<file path="config.mk">
export PLATFORM = sky130hd
export DESIGN_NAME = core_launcher
export DESIGN_NICKNAME = d
export VERILOG_FILES = /design/src/rtl/core_launcher.sv
export SDC_FILE = /design/constraint.sdc
export NUM_CORES = 1
export LEC_CHECK = 0
export BUFFER_PORTS_ARGS = -buffer_cell sky130_fd_sc_hd__buf_2
export CAP_MARGIN = 20
export CORE_MARGIN = 4
export CORE_UTILIZATION = 51
export CTS_BUF_LIST = sky130_fd_sc_hd__clkbuf_2 sky130_fd_sc_hd__clkbuf_4 sky130_fd_sc_hd__clkbuf_8
export DETAILED_ROUTE_END_ITERATION = 10
export PLACE_DENSITY = 0.81
export RECOVER_POWER = 50
export SYNTH_ARGS = -nofsm -noshare
export SYNTH_HDL_FRONTEND = slang
export SYNTH_SLANG_ARGS = --single-unit
</file>
<file path="constraint.sdc">
create_clock -name clk -period 2.6 [get_ports clk]
set_input_delay 0.13 -clock clk [delete_from_list [all_inputs] [get_ports clk]]
set_output_delay 0.13 -clock clk [all_outputs]
set_load 0.05 [all_outputs]
</file>
<file path="src/rtl/core_launcher.sv">
// Run controller in front of the processor core: loads a byte image into data memory,
// pulses the core through reset and req, waits for done or a timeout, then dumps a result window.
module core_launcher #(
    parameter int AW        = 8,
    parameter int LOAD_BASE = 0,
    parameter int LOAD_LEN  = 64,
    parameter int DUMP_BASE = 64,
    parameter int DUMP_LEN  = 64,
    parameter int CW        = 16,
    parameter int TIMEOUT   = 4000
) (
    input  logic          clk,
    input  logic          reset,
    input  logic          start,
    input  logic          in_valid,
    output logic          in_ready,
    input  logic [7:0]    in_data,
    output logic          out_valid,
    input  logic          out_ready,
    output logic [7:0]    out_data,
    output logic          mem_sel,
    output logic          mem_wr_en,
    output logic [AW-1:0] mem_addr,
    output logic [7:0]    mem_dat_in,
    input  logic [7:0]    mem_dat_out,
    output logic          core_reset,
    output logic          core_req,
    input  logic          core_done,
    output logic          busy,
    output logic          timeout_err,
    output logic [CW-1:0] run_cycles
);

    typedef enum logic [2:0] {
        IDLE,
        LOAD,
        CRST,
        RUN,
        DUMP
    } state_e;

    // The byte index must be able to hold the full length, one past the last index.
    localparam int MAXLEN = (LOAD_LEN > DUMP_LEN) ? LOAD_LEN : DUMP_LEN;
    localparam int KW     = (MAXLEN < 1) ? 1 : $clog2(MAXLEN + 1);

    localparam logic [KW-1:0] LOAD_LAST   = KW'(LOAD_LEN - 1);
    localparam logic [KW-1:0] DUMP_END    = KW'(DUMP_LEN);
    localparam logic [CW-1:0] RUN_LIMIT   = CW'(TIMEOUT - 1);
    localparam logic [CW-1:0] CNT_MAX     = '1;
    localparam logic [AW-1:0] LOAD_BASE_A = AW'(LOAD_BASE);
    localparam logic [AW-1:0] DUMP_BASE_A = AW'(DUMP_BASE);

    state_e          state_q, state_d;
    logic [KW-1:0]   k_q, k_d;
    logic [CW-1:0]   run_cycles_q, run_cycles_d;
    logic            timeout_err_q, timeout_err_d;
    logic            out_valid_q, out_valid_d;
    logic [7:0]      out_data_q, out_data_d;
    logic            core_req_q, core_req_d;

    always_comb begin
        state_d       = state_q;
        k_d           = k_q;
        run_cycles_d  = run_cycles_q;
        timeout_err_d = timeout_err_q;
        out_valid_d   = out_valid_q;
        out_data_d    = out_data_q;
        core_req_d    = 1'b0;
        in_ready      = 1'b0;
        mem_wr_en     = 1'b0;
        mem_addr      = '0;
        mem_dat_in    = '0;

        unique case (state_q)
            IDLE: begin
                if (start) begin
                    timeout_err_d = 1'b0;
                    run_cycles_d  = '0;
                    k_d           = '0;
                    state_d       = (LOAD_LEN == 0) ? CRST : LOAD;
                end
            end
            LOAD: begin
                in_ready   = 1'b1;
                mem_addr   = LOAD_BASE_A + AW'(k_q);
                mem_dat_in = in_data;
                mem_wr_en  = in_valid;
                if (in_valid) begin
                    k_d = k_q + 1'b1;
                    if (k_q == LOAD_LAST) state_d = CRST;
                end
            end
            CRST: begin
                core_req_d = 1'b1;
                state_d    = RUN;
            end
            RUN: begin
                if (run_cycles_q != CNT_MAX) run_cycles_d = run_cycles_q + 1'b1;
                // done takes priority over a timeout landing in the same cycle
                if (core_done || run_cycles_q == RUN_LIMIT) begin
                    if (!core_done) timeout_err_d = 1'b1;
                    k_d     = '0;
                    state_d = (DUMP_LEN == 0) ? IDLE : DUMP;
                end
            end
            DUMP: begin
                mem_addr = DUMP_BASE_A + AW'(k_q);
                if ((!out_valid_q || out_ready) && k_q < DUMP_END) begin
                    out_data_d  = mem_dat_out;
                    out_valid_d = 1'b1;
                    k_d         = k_q + 1'b1;
                end else if (out_valid_q && out_ready) begin
                    out_valid_d = 1'b0;
                    state_d     = IDLE;
                end
            end
            default: state_d = IDLE;
        endcase
    end

    // NOTE: state registers use non-blocking assignments so every flop samples pre-edge values.
    always_ff @(posedge clk) begin
        if (reset) begin
            state_q       <= IDLE;
            k_q           <= '0;
            run_cycles_q  <= '0;
            timeout_err_q <= 1'b0;
            out_valid_q   <= 1'b0;
            out_data_q    <= '0;
            core_req_q    <= 1'b0;
        end else begin
            state_q       <= state_d;
            k_q           <= k_d;
            run_cycles_q  <= run_cycles_d;
            timeout_err_q <= timeout_err_d;
            out_valid_q   <= out_valid_d;
            out_data_q    <= out_data_d;
            core_req_q    <= core_req_d;
        end
    end

    assign out_valid   = out_valid_q;
    assign out_data    = out_data_q;
    assign core_req    = core_req_q;
    assign timeout_err = timeout_err_q;
    assign run_cycles  = run_cycles_q;
    assign busy        = (state_q != IDLE);
    assign mem_sel     = (state_q != RUN);
    assign core_reset  = (state_q != RUN);

endmodule

</file>
==> run metrics <==
WP data arrival 2.47 ns; # Post-CTS Setup Buffers 0; critical-path cell list ha_1 -> nand4_1 -> o41ai_4 -> o21ai_2 -> or4_1 -> a21oi_1; met1 wire length between 2 and 2.5 mm; outcome finished clean; actual slew at the worst max-slew pin about 0.62 ns; final WL between 5 and 6 mm; DR DRC count 0; MaxCap Viol Count 0; fraction of the mapped netlist area in compound gates about a fifth; period utilization 86.2%; min cycle time layout between 2 and 2.5 ns; Critical-path top delay cell or4_1; Root Driver clkbuf_8; Synth Area in XOR/XNOR 1.75%; Synth Area in Adders 1.25%; Fmax roughly 450 MHz; Clock Skews approximately 0.0057 ns; Reg2Reg Depth 6; port bufs 69; P per Cell Area approximately 820 mW/mm²; Slew headroom 59.1%; #FFs+latches synth 37; Synth-to-Final Area Change 22.3%; final count of hold timing violations 0; hpwl dp just under 4 mm; Die Wd 70.6 µm; routed wl met2 2.56 mm; multiplexer share of the synthesized area around 5.1%; Met3 Routed Length approximately 450 µm; CP startpoint kind register; CTS clk-pin slew, worst paths 0.07 ns; Ports 70; first-pass GRT wire length 8.61 mm; Crit Path Class reg -> reg; hold_sp mem_dat_out[6]; Clk Latency, worst-skew pair between 0.2 and 0.3 ns; RSZ-0062 raised after global routing no; syn_area_per_cell 8.19 µm²; EDFF count, synth 0; hold path depth 3; gr usage total a little over a fifth; total number of vias 2,084; delay of the slowest critical-path stage 0.48 ns; drt first pass iters 4; CP Max Fanout 8; RePlAce Congestion ~0.82; initial DRC count 171; Cell Area, Synth 0.00200 mm²; Syn Nets 268; H-tree levels 2; # rows 22; Seq/Total Area, Yosys 37.0%; Clock Path Buffers 2; CTS tree built; Die ar. between 0.004 and 0.005 mm²; # hold bufs at CTS 0; core box area 0.00372 mm²; Final nets 337; post-synthesis cell type count 48; Reg2Reg Setup Slack ~0.36 ns; standby leakage power 0.907 nW; asr flop ratio synth 0%; Worst Hold Class in -> reg; CTS Buf Count 5; post-route setup TNS 0 ns; largest net degree at the start of global routing 25; synth warn 0; GR Overflow Total 0; max layer used met4; post-CTS sizing 0; Setup-failing EPs final 0; reg2reg start run_cycles[0]$_SDFFE_PP0P_; mean routed wirelength per cell 14.6 µm; ant diodes 0; WHS 0.0693 ns; fillcell total 362; Die Span Y 70.6 µm; WP data required 2.82 ns; CP Capture Type register; initial antenna violation count 0; dominant synthesized flop cell dfxtp_1; Gate Count Post-Synth about 240; simple-gate share of the synthesized area 30.9%; vias per cell between 5 and 6; WHS Endpoint out_data[6]$_SDFFE_PP0P_; post-route ant nets 0; r2r endpoint k_q[0]$_SDFFE_PP0P_; # clock sinks 37; Initial Util 53.8%; Worst Path Buf+Inv 0; Final Max Slew Viols 0; total chip power 2.00 mW; CP delay by family, top compound AO/OA/AOI/OAI gates; layout cells sized above 1 ~18%; main combinational cell family by area after synthesis simple AND/OR/NAND/NOR gates; Peak VDD IR approximately 590 µV; vias in the first global route 1,848
synthesized netlist by cell type (all sizes together) (5+ instances only):
cell	n	area [µm²]
a21oi	16	83.8
nand2	16	60.1
inv	7	26.3
nand4	5	31.3
nor2	29	109
and2	17	106
and3	5	31.3
dfxtp	37	741
o21ai	11	58.8
nand3	14	70.1
clkbuf	10	37.5
or4	7	52.6
or3	5	32.5
mux2i	9	90.1
o31ai	5	37.5
worst max path at each step:
stage / from / end / cells after the start
after floorplan: run_cycles[0]$_SDFFE_PP0P_ / k_q[0]$_SDFFE_PP0P_ / 6
after global placement: run_cycles[0]$_SDFFE_PP0P_ / k_q[0]$_SDFFE_PP0P_ / 6
after detailed placement: run_cycles[0]$_SDFFE_PP0P_ / k_q[0]$_SDFFE_PP0P_ / 6
after CTS: run_cycles[0]$_SDFFE_PP0P_ / k_q[0]$_SDFFE_PP0P_ / 6
after global routing: run_cycles[0]$_SDFFE_PP0P_ / k_q[0]$_SDFFE_PP0P_ / 6
final: run_cycles[0]$_SDFFE_PP0P_ / k_q[0]$_SDFFE_PP0P_ / 6
kinds of logic after synthesis:
family / Yosys count
adder cells (fa/ha/maj): 2
multiplexers: 10
XOR/XNOR: 4
AO/OA/AOI/OAI: 56
AND/OR/NAND/NOR: 115
flip-flops: 37
buffers and inverters: 20
metal layers:
layer / vias to the layer above / global-route usage, %
li1: 1036 / -
met1: 963 / 27.2
met2: 81 / 33.6
met3: 4 / 7.67
met4: 0 / 4.80
met5: - / 0
power by group:
part           internal (mW)  switching (mW)  leakage, nW  total, mW
registers              0.601          0.0660        0.299      0.667
clock network          0.215           0.208       0.0512      0.423
logic                  0.254           0.652        0.557      0.905
per-stage QoR:
stage                     instances  utilization (%)  instance area (µm²)  setup slack (ns)
after floorplan                 244                -                 2000             0.214
after CTS                       362             67.0                 2490             0.371
after detailed placement        354             64.4                 2390             0.403
after global placement          354             64.4                 2390             0.510
final                           362             65.8                 2450             0.358
after global routing            362             65.8                 2450             0.189
worst register-to-register path, delay by kind of cell, from the launching register on:
family / cells / cell delay [ns]
AOI/OAI and AO/OA: 3 / 0.75
adders and majority gates: 1 / 0.28
DFF: 1 / 0.44
and+or+nand+nor: 2 / 0.70
cell type report:
class | count | area (µm²) | area share (%)
multi-input cells | 187 | 1180 | 48.1
flip-flops and latches | 37 | 741 | 30.3
clock inverters | 2 | 13.8 | 0.563
clock buffers | 6 | 82.6 | 3.38
repair buffers | 75 | 345 | 14.1
inverters | 7 | 26.3 | 1.07
well taps | 48 | 60.1 | 2.46
flip-flops by register name (all words and copies together), names as in the netlist:
register     cells
timeout_err      1
state_q          3
core_req         1
run_cycles      16
k_q              7
out_data         8
out_valid        1
cells in the final DEF, fill, tap and decap left out, types with 2 or more instances in the layout:
cell,instances
and3_1,5
nand2b_1,3
o311ai_0,2
xor2_1,3
inv_1,7
o2111ai_1,3
nand4_1,5
o31ai_1,5
o21a_1,2
o211ai_1,3
nand3_1,14
ha_1,2
a21oi_1,15
o21ai_0,9
a311oi_1,2
o41ai_1,2
or3_1,4
nor2_1,29
a211oi_1,2
buf_2,36
nor3b_1,3
nor3_1,3
a41oi_1,2
or4_1,7
nand2_1,16
mux2i_1,9
clkbuf_1,34
and2_1,17
buf_4,5
o32ai_1,3
dfxtp_1,37
clkbuf_8,6
Note: power is estimated with default switching activity, not from simulation.
